## src/rtl/hazard_pkg.sv

```systemverilog
// hazard_pkg: shared types, constants and the operand forwarding select
// used by the write-back bookkeeping pipeline.
package hazard_pkg;

  localparam int DEF_AW = 5;
  localparam int DEF_TW = 2;

  localparam logic [1:0] FWD_RF = 2'd0;
  localparam logic [1:0] FWD_E  = 2'd1;
  localparam logic [1:0] FWD_M  = 2'd2;
  localparam logic [1:0] FWD_W  = 2'd3;

  typedef struct packed {
    logic              regW;
    logic [DEF_AW-1:0] regWa;
    logic [DEF_TW-1:0] Tnew;
  } stage_t;

  localparam stage_t BUBBLE = '{regW: 1'b0, regWa: '0, Tnew: '0};

  // Nearest writer wins; a nearest writer that is not ready yet
  // hides older ones and yields FWD_RF (the stall covers it).
  function automatic logic [1:0] fwd_sel(
    input logic [DEF_AW-1:0] src,
    input logic              use_e,
    input stage_t            e,
    input stage_t            m,
    input stage_t            w
  );
    logic [1:0] sel;
    sel = FWD_RF;
    if (src == '0) begin
      sel = FWD_RF;
    end else if (use_e && e.regW && e.regWa == src) begin
      sel = (e.Tnew == '0) ? FWD_E : FWD_RF;
    end else if (m.regW && m.regWa == src) begin
      sel = (m.Tnew == '0) ? FWD_M : FWD_RF;
    end else if (w.regW && w.regWa == src) begin
      sel = FWD_W;
    end
    return sel;
  endfunction

endpackage

```

## src/rtl/hazard_stage.sv

```systemverilog
// hazard_stage: one pipeline slice of write-back info with bubble insert,
// $0 normalisation and saturating Tnew decrement; optional rs/rt carry.
// Ports: clk, reset (async low), bubble, dec, in_* -> out_* registered.
module hazard_stage
  import hazard_pkg::*;
#(
  parameter int AW      = DEF_AW,
  parameter int TW      = DEF_TW,
  parameter bit HAS_SRC = 1'b0
) (
  input  logic          clk,
  input  logic          reset,
  input  logic          bubble,
  input  logic          dec,
  input  logic          in_regW,
  input  logic [AW-1:0] in_regWa,
  input  logic [TW-1:0] in_tnew,
  input  logic [AW-1:0] in_rs,
  input  logic [AW-1:0] in_rt,
  output logic          out_regW,
  output logic [AW-1:0] out_regWa,
  output logic [TW-1:0] out_tnew,
  output logic [AW-1:0] out_rs,
  output logic [AW-1:0] out_rt
);

  logic          regW_d, regW_q;
  logic [AW-1:0] regWa_d, regWa_q;
  logic [TW-1:0] tnew_d, tnew_q;

  always_comb begin
    regW_d  = in_regW && (in_regWa != '0);
    regWa_d = regW_d ? in_regWa : '0;
    tnew_d  = '0;
    if (regW_d) begin
      tnew_d = (dec && in_tnew != '0) ? in_tnew - TW'(1) : in_tnew;
    end
    if (bubble) begin
      regW_d  = 1'b0;
      regWa_d = '0;
      tnew_d  = '0;
    end
  end

  always_ff @(posedge clk or negedge reset) begin
    if (!reset) begin
      regW_q  <= 1'b0;
      regWa_q <= '0;
      tnew_q  <= '0;
    end else begin
      regW_q  <= regW_d;
      regWa_q <= regWa_d;
      tnew_q  <= tnew_d;
    end
  end

  assign out_regW  = regW_q;
  assign out_regWa = regWa_q;
  assign out_tnew  = tnew_q;

  if (HAS_SRC) begin : g_src
    logic [AW-1:0] rs_d, rs_q, rt_d, rt_q;

    always_comb begin
      rs_d = bubble ? '0 : in_rs;
      rt_d = bubble ? '0 : in_rt;
    end

    always_ff @(posedge clk or negedge reset) begin
      if (!reset) begin
        rs_q <= '0;
        rt_q <= '0;
      end else begin
        rs_q <= rs_d;
        rt_q <= rt_d;
      end
    end

    assign out_rs = rs_q;
    assign out_rt = rt_q;
  end else begin : g_nosrc
    logic src_unused;
    assign src_unused = ^{in_rs, in_rt};
    assign out_rs = '0;
    assign out_rt = '0;
  end

endmodule

```

## src/rtl/hazard_pipe.sv

```systemverilog
// hazard_pipe: carries write-back info D->E->M->W, bubbles E on isStall,
// and produces D/E-stage operand forwarding selects.
// Ports: clk, reset (async low), isStall, D_* in; E_/M_/W_* and *_fwd_* out.
module hazard_pipe
  import hazard_pkg::*;
#(
  parameter int AW = DEF_AW,
  parameter int TW = DEF_TW
) (
  input  logic          clk,
  input  logic          reset,
  input  logic          isStall,
  input  logic [AW-1:0] D_rs,
  input  logic [AW-1:0] D_rt,
  input  logic          D_regW,
  input  logic [AW-1:0] D_regWa,
  input  logic [TW-1:0] D_Tnew,
  output logic          E_regW,
  output logic          M_regW,
  output logic          W_regW,
  output logic [AW-1:0] E_regWa,
  output logic [AW-1:0] M_regWa,
  output logic [AW-1:0] W_regWa,
  output logic [TW-1:0] E_Tnew,
  output logic [TW-1:0] M_Tnew,
  output logic [AW-1:0] E_rs,
  output logic [AW-1:0] E_rt,
  output logic [1:0]    D_fwd_rs,
  output logic [1:0]    D_fwd_rt,
  output logic [1:0]    E_fwd_rs,
  output logic [1:0]    E_fwd_rt
);

  logic [AW-1:0] m_rs_unused, m_rt_unused;
  logic [AW-1:0] w_rs_unused, w_rt_unused;
  logic [TW-1:0] w_tnew_unused;

  hazard_stage #(.AW(AW), .TW(TW), .HAS_SRC(1'b1)) u_e (
    .clk      (clk),
    .reset    (reset),
    .bubble   (isStall),
    .dec      (1'b0),
    .in_regW  (D_regW),
    .in_regWa (D_regWa),
    .in_tnew  (D_Tnew),
    .in_rs    (D_rs),
    .in_rt    (D_rt),
    .out_regW (E_regW),
    .out_regWa(E_regWa),
    .out_tnew (E_Tnew),
    .out_rs   (E_rs),
    .out_rt   (E_rt)
  );

  hazard_stage #(.AW(AW), .TW(TW), .HAS_SRC(1'b0)) u_m (
    .clk      (clk),
    .reset    (reset),
    .bubble   (1'b0),
    .dec      (1'b1),
    .in_regW  (E_regW),
    .in_regWa (E_regWa),
    .in_tnew  (E_Tnew),
    .in_rs    ({AW{1'b0}}),
    .in_rt    ({AW{1'b0}}),
    .out_regW (M_regW),
    .out_regWa(M_regWa),
    .out_tnew (M_Tnew),
    .out_rs   (m_rs_unused),
    .out_rt   (m_rt_unused)
  );

  // W has no latency left, so its Tnew is fed and held at zero.
  hazard_stage #(.AW(AW), .TW(TW), .HAS_SRC(1'b0)) u_w (
    .clk      (clk),
    .reset    (reset),
    .bubble   (1'b0),
    .dec      (1'b0),
    .in_regW  (M_regW),
    .in_regWa (M_regWa),
    .in_tnew  ({TW{1'b0}}),
    .in_rs    ({AW{1'b0}}),
    .in_rt    ({AW{1'b0}}),
    .out_regW (W_regW),
    .out_regWa(W_regWa),
    .out_tnew (w_tnew_unused),
    .out_rs   (w_rs_unused),
    .out_rt   (w_rt_unused)
  );

  stage_t e_s, m_s, w_s;

  always_comb begin
    e_s       = BUBBLE;
    m_s       = BUBBLE;
    w_s       = BUBBLE;
    e_s.regW  = E_regW;
    e_s.regWa = DEF_AW'(E_regWa);
    e_s.Tnew  = DEF_TW'(E_Tnew);
    m_s.regW  = M_regW;
    m_s.regWa = DEF_AW'(M_regWa);
    m_s.Tnew  = DEF_TW'(M_Tnew);
    w_s.regW  = W_regW;
    w_s.regWa = DEF_AW'(W_regWa);
  end

  always_comb begin
    D_fwd_rs = fwd_sel(DEF_AW'(D_rs), 1'b1, e_s, m_s, w_s);
    D_fwd_rt = fwd_sel(DEF_AW'(D_rt), 1'b1, e_s, m_s, w_s);
    E_fwd_rs = fwd_sel(DEF_AW'(E_rs), 1'b0, e_s, m_s, w_s);
    E_fwd_rt = fwd_sel(DEF_AW'(E_rt), 1'b0, e_s, m_s, w_s);
  end

endmodule

```

## config.mk

```make
export PLATFORM = sky130hd
export DESIGN_NAME = hazard_pipe
export DESIGN_NICKNAME = d
export VERILOG_FILES = /design/src/rtl/hazard_pkg.sv /design/src/rtl/hazard_stage.sv /design/src/rtl/hazard_pipe.sv
export SDC_FILE = /design/constraint.sdc
export NUM_CORES = 1
export LEC_CHECK = 0
export BUFFER_PORTS_ARGS = -buffer_cell sky130_fd_sc_hd__buf_2
export CORE_MARGIN = 5
export CORE_UTILIZATION = 50
export DETAILED_ROUTE_END_ITERATION = 7
export PLACE_DENSITY = 0.91
export SETUP_SLACK_MARGIN = 0.1
export SYNTH_ARGS = -nofsm -noshare
export SYNTH_HDL_FRONTEND = slang
export SYNTH_SLANG_ARGS = --single-unit
```

## constraint.sdc

```tcl
create_clock -name clk -period 1.65 [get_ports clk]
set_input_delay 0 -clock clk [delete_from_list [all_inputs] [get_ports clk]]
set_output_delay 0 -clock clk [all_outputs]
set_load 0.1 [all_outputs]
```

==> results of run 1 <==
[area by class of cell]
type                    instances  area [um^2]
clock buffers                   6        41.29
clock inverters                 2        35.03
well taps                      46        57.56
flip-flops and latches         32        870.8
fillers                       166        510.5
repair buffers                101        827.0
multi-input cells             135         1074
[stage by stage]
step,cell area (um^2),power (mW),TNS (ns)
floorplan,1952,1.182,-2.782
global placement,2415,1.296,-0.01058
detailed placement,2415,1.306,-0.06357
CTS,2808,1.933,-2.633
global route,2905,2.034,-3.602
finish,2905,1.956,-2.867
[report_power, final]
group	leakage (nW)	switching [mW]	total, mW	internal, mW
combinational	0.997	0.344	0.506	0.162
sequential	0.387	0.0446	0.861	0.816
clock	0.0422	0.272	0.589	0.317
total	1.43	0.661	1.96	1.30
[path summary, 6_finish.rpt]
path / from / endpoint / slack [ns] / cells past startpoint
max: u_m.out_regWa[0] / E_fwd_rs[1] / -0.41 / 7
min: D_regW / u_e.out_regWa[1] / 0.11 / 3
max reg2reg: u_m.out_regWa[0] / u_w.out_regW / 0.07 / 4
min reg2reg: u_e.out_tnew[0] / u_m.out_tnew[0] / 0.48 / 1
max in group asynchronous: reset / u_e.out_rt[4] / 0.87 / 2
min in group asynchronous: reset / u_e.out_tnew[0] / 0.24 / 2
[layout by cell type, fill, tap and decap left out, types with 8 or more instances in the layout]
cell type	n
and2_1	17
dlygate4sd3_1	26
buf_6	9
dfrtp_2	11
xnor2_1	10
buf_12	8
xor2_1	37
dfrtp_4	15
nor2b_1	11
buf_2	52
nand2_1	9
[state kept, by name (all words and copies together), names as in the netlist]
name / cells
u_e.out_regWa: 5
u_e.out_rs: 5
u_e.out_rt: 5
u_m.out_regWa: 5
u_w.out_regWa: 5
u_e.out_tnew: 2
u_m.out_tnew: 2
u_e.out_regW: 1
u_m.out_regW: 1
u_w.out_regW: 1
[what timing repair did]
item,CTS,global route
endpoints found under the setup margin,8,9
hold buffers,26,0
gates resized for setup,7,13
buffers inserted,4,4
pin swaps,13,11
endpoints found under the hold margin,50,0
[synthesized netlist by cell type]
library cell	n	area [um^2]
buf_6	4	45.04
xor2_1	40	350.3
clkbuf_1	3	11.26
nor4_1	9	56.30
nor3_1	4	20.02
buf_2	1	5.000
nor2_1	9	33.78
xnor2_1	10	87.58
nand2_1	9	33.78
a21oi_1	2	10.01
or4_1	3	22.52
and3_1	3	18.77
and2_1	17	106.4
nor2b_1	11	68.82
o22ai_1	2	12.51
a31o_1	2	17.52
dfrtp_1	32	800.8
o21a_1	3	22.52
nor4_2	1	12.51
nand3_1	4	20.02
nand4_1	6	37.54
[metal layers]
| metal | part of all wire [%] | wire length [um] |
|---|---|---|
| met5 | 0 | 0 |
| met4 | 1.7 | 98 |
| met3 | 7.6 | 445 |
| met2 | 53 | 3078 |
| met1 | 38 | 2219 |
[critical path: cells and delay by family, from the launching register on]
family	cells	cell delay, ns
and+or+nand+nor	3	0.51
AOI/OAI and AO/OA	1	0.21
DFF	1	0.52
buffers and inverters	2	0.31
xor gates and xnor gates	1	0.17
[cell families (layout without fill, tap and decap cells)]
| family | after synthesis | after routing | synth area share (%) |
|---|---|---|---|
| AO/OA/AOI/OAI | 9 | 9 | 3.489 |
| XOR/XNOR | 50 | 50 | 24.42 |
| buffers and inverters | 8 | 109 | 3.419 |
| flip-flops | 32 | 32 | 44.66 |
| AND/OR/NAND/NOR | 76 | 76 | 24.01 |
==> run_results.csv, run 1 <==
group,metric,value,unit
status,status,"finished with violations",
status,violations,"setup timing",
pwr,peakVddDrop,0.6981,mV
timing,skew,0.01101,ns
clock_tree,cts-root-buf,"clkbuf_4",
clock_tree,clockBufferDepth,2,
timing,timing.fmax,0.4855,GHz
timing,fin_crit_sh,124.8,%
global_routing,grt_antenna_before_repair,0,
critical_path,crit_fanout,4,
detailed_routing,dr.first_iter.drc_count,98,
place,pre_cts_ws,-0.02173,ns
timing,slew_violations,0,
final_layout,fin_util,85.05,%
die,die_h,69.88,um
timing,max_slew_margin,52.69,%
place,dp_cells,280,
timing,holdWs,0.1145,ns
detailed_routing,via_count,1723,
die,start_util,52.49,%
die,io_pins,61,
die,die_w,69.88,um
worst_hold_path,min_path_type,"in2reg",
critical_path,cp.arrival,2.06,ns
die,dieArea,0.004883,mm^2
critical_path,critPathCaptureType,"output pin",
critical_path,cp.required,1.65,ns
clock_tree,htreeDepth,2,
critical_path,cpPeakStageDelay,0.52,ns
synth,synth_cell_types,21,
global_routing,grt_pass1_vias,1806,
timing,period_minus_slack,2.060,ns
detailed_routing,wl_per_cell,18.14,um
detailed_routing,postRouteAntennaNets,0,
clock_tree,numCtsBuffers,5,
global_routing,use_met2,41.97,%
critical_path,crit_type,"reg2out",
timing,rsz0062_at_grt,"true",
final_layout,syn2layout_area_growth,62.04,%
global_routing,grt_max_degree,33,
final_layout,final_cells,322,
clock_tree,clkTransAtPathRegs,0.10,ns
synth,avgSynthCellArea,10.25,um^2
pwr,p_leak,1.427,nW
clock_tree,clock-sinks,32,
detailed_routing,first_pass_iters,4,
clock_tree,cts_tree,"yes",
global_routing,grt.busiest_layer,"met2",
synth,yosysSeqAreaShare,44.66,%
clock_tree,clk-insertion-delay-late,0.34,ns
global_routing,grtUsageMet1,25.39,%
final_layout,antennaDiodeCount,0,
run,cap_violations,0,
detailed_routing,drc,0,
die,num_rows,21,
synth,syn_nets,196,
global_routing,use_met3,7.030,%
timing,hold_viol,0,
critical_path,path_cells,"buf_4 > xor2_1 > nor4_1 > and3_2 > nor2_4 > a31o_4 > buf_12",
synth,netlist_area,0.001793,mm^2
place,hpwl,3563,um
timing,layout_setup_ws,-0.4096,ns
critical_path,critPathSlowestCell,"dfrtp_4",
global_routing,grt_pass1_wl,8956,um
final_layout,drive_above_1_share,46.38,%
global_routing,grt_usage,23.03,%
global_routing,overflow,0,
synth,yosysWarnings,0,
timing,tightest_slew,0.7096,ns
pwr,p_per_area,673.4,mW/mm^2
place,place_congestion,0.8175,
detailed_routing,wl,5841,um
final_layout,final_nets,296,
die,core_area,0.003416,mm^2
timing,setup_violations,8,
critical_path,crit_path_start_kind,"flop",
place,port_buffers,60,
synth,ys_seq_elements,32,
detailed_routing,via_per_inst,5.351,
synth,netlist_instances,175,
Power figures use the tool's default switching activity.
==> run 2, diff against run 1 <==
REMOVE_ABC_BUFFERS = 1   (was default)
==> run 2 against run 1 <==
  * The run still ends with setup timing left
  * Worst hold slack worse by 0.0077 ns
  * Highest routed layer unchanged
  * Largest cell class unchanged
  * Utilization down 5.0 points
  * Maximum frequency up 3.6%
==> run_results.csv, run 2 (synthesized netlist as in run 1, its figures left out) <==
group,metric,value,unit
timing,fin_crit_sh,120.5,%
clock_tree,htreeDepth,2,
timing,period_minus_slack,1.988,ns
global_routing,grt_antenna_before_repair,0,
place,dp_cells,280,
final_layout,fin_util,80.07,%
timing,max_slew_margin,52.51,%
global_routing,grt_pass1_wl,9273,um
final_layout,final_nets,295,
final_layout,mostFrequentLayoutCell,"buf_2",
worst_hold_path,min_path_type,"in2reg",
pwr,p_int,1.179,mW
die,core_area,0.003416,mm^2
global_routing,overflow,0,
timing,slew_violations,0,
worst_hold_path,worstHoldStart,"D_regW",
global_routing,grt_pass1_vias,1938,
pwr,p_switching,0.6531,mW
timing,hold_viol,0,
critical_path,r2r_start,"u_e.out_regWa[2]",
clock_tree,clkTransAtPathRegs,0.10,ns
run,cap_violations,0,
final_layout,antennaDiodeCount,0,
clock_tree,cts_tree,"yes",
die,die_h,69.88,um
critical_path,crit_path_start_kind,"flop",
clock_tree,clk-insertion-delay-late,0.34,ns
detailed_routing,via_per_inst,5.411,
detailed_routing,via_count,1737,
detailed_routing,first_pass_iters,4,
timing,setup_violations,8,
pwr,swShare,35.65,%
global_routing,grt_usage,24.10,%
pwr,pwr-share-comb,27.6,%
die,num_rows,21,
pwr,p_seq_share,46.4,%
final_layout,drive_above_1_share,37.09,%
pwr,p_per_area,669.8,mW/mm^2
detailed_routing,wl_per_cell,18.26,um
pwr,peakVddDrop,0.6482,mV
timing,skew,0.002755,ns
place,port_buffers,60,
final_layout,mostFrequentLayoutCells,"52 x buf_2, 38 x xor2_1, 28 x dlygate4sd3_1",
pwr,p_leak,1.429,nW
place,place_congestion,0.8674,
detailed_routing,drc,0,
critical_path,cp.arrival,1.99,ns
timing,layout_setup_ws,-0.3381,ns
clock_tree,numCtsBuffers,5,
die,die_w,69.88,um
detailed_routing,wl,5861,um
timing,setup_tns,-2.270,ns
critical_path,crit_type,"reg2out",
die,io_pins,61,
detailed_routing,postRouteAntennaNets,0,
critical_path,cp.required,1.65,ns
timing,tightest_slew,0.7123,ns
timing,rsz0062_at_grt,"true",
final_layout,final_cells,321,
die,start_util,52.49,%
timing,holdWs,0.1068,ns
status,status,"finished with violations",
die,dieArea,0.004883,mm^2
detailed_routing,dr.first_iter.drc_count,103,
critical_path,crit_fanout,4,
clock_tree,clockBufferDepth,2,
place,hpwl,3645,um
critical_path,critPathCaptureType,"output pin",
global_routing,grt_max_degree,33,
final_layout,syn2layout_area_growth,52.55,%
clock_tree,cts-root-buf,"clkbuf_4",
status,violations,"setup timing",
pwr,clkPwrFrac,26.0,%
timing,timing.fmax,0.5030,GHz
clock_tree,clock-sinks,32,
critical_path,crit_start,"u_w.out_regWa[1]",
run 2: power groups by stage:
stage | Sequential (mW) | Clock [mW] | Combinational [mW]
floorplan | 1.04 | 0 | 0.116
global placement | 0.864 | 0 | 0.415
detailed placement | 0.865 | 0 | 0.425
CTS | 0.848 | 0.479 | 0.486
global route | 0.855 | 0.509 | 0.531
finish | 0.851 | 0.476 | 0.505
run 2: repair_timing:
action                                 in CTS  in global routing
gates resized for setup                    15                  8
hold buffers                               28                  0
gates cloned                                0                  0
endpoints found under the hold margin      50                  0
pin swaps                                  10                  6
setup buffers                               5                  0
setup endpoints to repair                   8                  9
run 2: worst paths after layout:
check	to	depth (start not counted)	slack, ns
min in group asynchronous	u_e.out_rt[4]	2	0.24
setup reg to reg	u_m.out_tnew[1]	3	0.16
hold / removal	u_e.out_regW	3	0.11
max in group asynchronous	u_m.out_regWa[4]	2	0.90
hold reg to reg	u_m.out_tnew[0]	1	0.47
setup / recovery	E_fwd_rt[1]	7	-0.34
run 2: metal layers:
layer / GRT usage, % / vias up / wire (um) / share of wire [%]
met3: 8.321 / 15 / 531 / 9.1
li1: - / 787 / - / -
met2: 41.24 / 92 / 2921 / 50
met4: 10.64 / 0 / 151 / 2.6
met5: 0 / - / 0 / 0
met1: 26.97 / 843 / 2256 / 38
run 2: cell type report:
cell class,count,area [um^2]
Multi-Input combinational cell,135,1002
Clock buffer,8,58.81
Sequential cell,32,813.3
Tap cell,46,57.56
Fill cell,200,680.7
Timing Repair Buffer,100,803.3
run 2: through the flow:
step | cell area (um^2) | power [mW] | worst slack [ns]
2_1_floorplan | 1732 | 1.155 | -2.073
3_3_place_gp | 2262 | 1.279 | 0.04494
3_5_place_dp | 2262 | 1.290 | -0.01631
4_1_cts | 2691 | 1.813 | -0.2836
5_1_grt | 2735 | 1.895 | -0.4164
6_report | 2735 | 1.832 | -0.3381
run 2: critical path: stages (launching register included):
cell,delay [ns]
dfrtp_2,0.45
buf_12,0.14
xor2_2,0.17
nor4_2,0.26
nand4_1,0.15
nor2_2,0.12
a31o_1,0.17
buf_12,0.19
==> run 3, diff against run 2 <==
CORE_UTILIZATION = 52   (was 50)
SKIP_LAST_GASP = 1   (was default)
SYNTH_HIERARCHICAL = 1   (was default)
==> run 3 against run 2 <==
  * The flow still finishes with violations (setup timing)
  * Clock power up 2%
  * Sequential share of layout area down 0.86 points
  * Total power down 0.29%
  * Non-clock buffer count down 4
  * Sequential power down 0.6%
==> run_results.csv, run 3 <==
group,metric,value,unit
status,status,"finished with violations",
status,violations,"setup timing",
timing,setup_violations,8,
die,core_area,0.003390,mm^2
timing,rsz0062_at_grt,"true",
timing,skew,0.01644,ns
pwr,p_per_area,646.5,mW/mm^2
timing,tightest_slew,0.7172,ns
detailed_routing,postRouteAntennaNets,0,
die,dieArea,0.004877,mm^2
synth,yosysWarnings,6,
detailed_routing,via_per_inst,5.580,
critical_path,crit_type,"reg2out",
critical_path,path_cells,"xor2_1 > nor4_2 > nand4_1 > o22ai_2 > buf_12",
pwr,peakVddDrop,0.5189,mV
worst_hold_path,min_path_type,"in2reg",
pwr,p_int,1.172,mW
die,die_h,69.84,um
clock_tree,clockBufferDepth,2,
final_layout,fin_util,83.35,%
final_layout,final_cells,338,
place,place_congestion,0.8004,
global_routing,grt_antenna_before_repair,0,
global_routing,grt_pass1_vias,2059,
pwr,p_seq_share,46.3,%
clock_tree,cts-root-buf,"clkbuf_4",
final_layout,syn2layout_area_growth,51.75,%
pwr,p_leak,1.492,nW
clock_tree,htreeDepth,2,
die,io_pins,61,
detailed_routing,wl,6382,um
critical_path,critPathCaptureType,"output pin",
final_layout,mostFrequentLayoutCell,"buf_2",
global_routing,grt_usage,25.06,%
final_layout,mostFrequentLayoutCells,"52 x buf_2, 38 x xor2_1, 20 x dlygate4sd3_1, 20 x dfrtp_1, 16 x nor2b_1",
die,num_rows,21,
clock_tree,clock-sinks,32,
pwr,clkPwrFrac,26.6,%
place,dp_cells,299,
final_layout,drive_above_1_share,40.41,%
clock_tree,clk-insertion-delay-late,0.34,ns
place,hpwl,3659,um
pwr,pwr-share-comb,27.1,%
final_layout,final_nets,314,
clock_tree,cts_tree,"yes",
timing,period_minus_slack,1.987,ns
run,cap_violations,0,
die,die_w,69.84,um
critical_path,crit_fanout,5,
timing,fin_crit_sh,120.4,%
critical_path,cp.required,1.65,ns
detailed_routing,first_pass_iters,4,
timing,max_slew_margin,52.18,%
timing,slew_violations,0,
timing,hold_viol,0,
pwr,p_switching,0.6548,mW
synth,avgSynthCellArea,9.956,um^2
final_layout,antennaDiodeCount,0,
critical_path,critPathSlowestCell,"dfrtp_2",
critical_path,cpPeakStageDelay,0.48,ns
timing,timing.fmax,0.5034,GHz
timing,layout_setup_ws,-0.3366,ns
die,start_util,54.93,%
critical_path,cp.arrival,1.99,ns
global_routing,grt_pass1_wl,9722,um
synth,netlist_area,0.001862,mm^2
detailed_routing,drc,0,
clock_tree,clkTransAtPathRegs,0.10,ns
global_routing,overflow,0,
final_layout,fillers,181,
clock_tree,numCtsBuffers,5,
critical_path,crit_path_start_kind,"flop",
place,port_buffers,60,
synth,netlist_instances,187,
detailed_routing,dr.first_iter.drc_count,190,
pwr,swShare,35.85,%
detailed_routing,wl_per_cell,18.88,um
global_routing,grt_max_degree,33,
place,pre_cts_ws,-0.008411,ns
detailed_routing,via_count,1886,
==> run 3: layout make-up <==
| class | count | area (um^2) | share of cell area (%) |
|---|---|---|---|
| Multi-Input combinational cell | 149 | 1122 | 39.73 |
| Sequential cell | 32 | 815.8 | 28.88 |
| Clock buffer | 8 | 58.81 | 2.081 |
| Inverter | 7 | 26.28 | 0.9300 |
| Tap cell | 46 | 57.56 | 2.037 |
| Timing Repair Buffer | 96 | 744.5 | 26.35 |
==> run 3: per-stage QoR <==
step                      hold slack (ns)   TNS (ns)  cell area [um^2]  power, mW
final                             0.02903     -2.348              2825      1.827
after global routing              0.02227     -2.936              2825      1.887
after CTS                        0.002469     -2.088              2721      1.788
after detailed placement          0.08552  -0.008411              2381      1.281
after global placement            0.07713          0              2381      1.268
after floorplan                   -0.2956     -12.94              1866      1.154
==> run 3: power groups by stage <==
stage                     logic (mW)  registers [mW]  clock network [mW]
after detailed placement       0.422           0.859                   0
after floorplan                0.127            1.03                   0
after global placement         0.411           0.858                   0
after CTS                      0.467           0.843               0.478
after global routing           0.524           0.849               0.513
final                          0.496           0.846               0.485
==> run 3: final timing paths <==
| kind | startpoint | endpoint | slack [ns] | cells after the start |
|---|---|---|---|---|
| min in group asynchronous | reset | u_w/out_regWa[0] | 0.24 | 2 |
| max reg2reg | u_m/out_regWa[3] | u_w/out_regW | 0.19 | 4 |
| max | u_w/out_regWa[2] | D_fwd_rt[0] | -0.34 | 5 |
| min | isStall | u_e/out_rs[2] | 0.03 | 2 |
| min reg2reg | u_e/out_tnew[0] | u_m/out_tnew[0] | 0.60 | 2 |
| max in group asynchronous | reset | u_m/out_regWa[0] | 0.89 | 2 |
==> run 3: repair_timing <==
action                                 in CTS  in global routing
hold buffers                               20                  0
gates resized for setup                    15                 13
pin swaps                                  21                 15
setup endpoints to repair                   8                  8
buffers inserted                            5                  6
endpoints found under the hold margin      49                  0
==> run 3: routing by layer <==
layer,vias to the layer above,track usage (%),wire [um]
li1,831,-,-
met1,895,28.17,2303
met2,134,42.39,3237
met3,26,7.971,572
met4,0,12.55,270
met5,-,0,0
==> run 3: critical path: cells and delay by family (launching register included) <==
family	cells	cell delay, ns
compound gates	1	0.28
simple gates	2	0.51
flops	1	0.48
xor+xnor	1	0.18
buf+inv	1	0.21
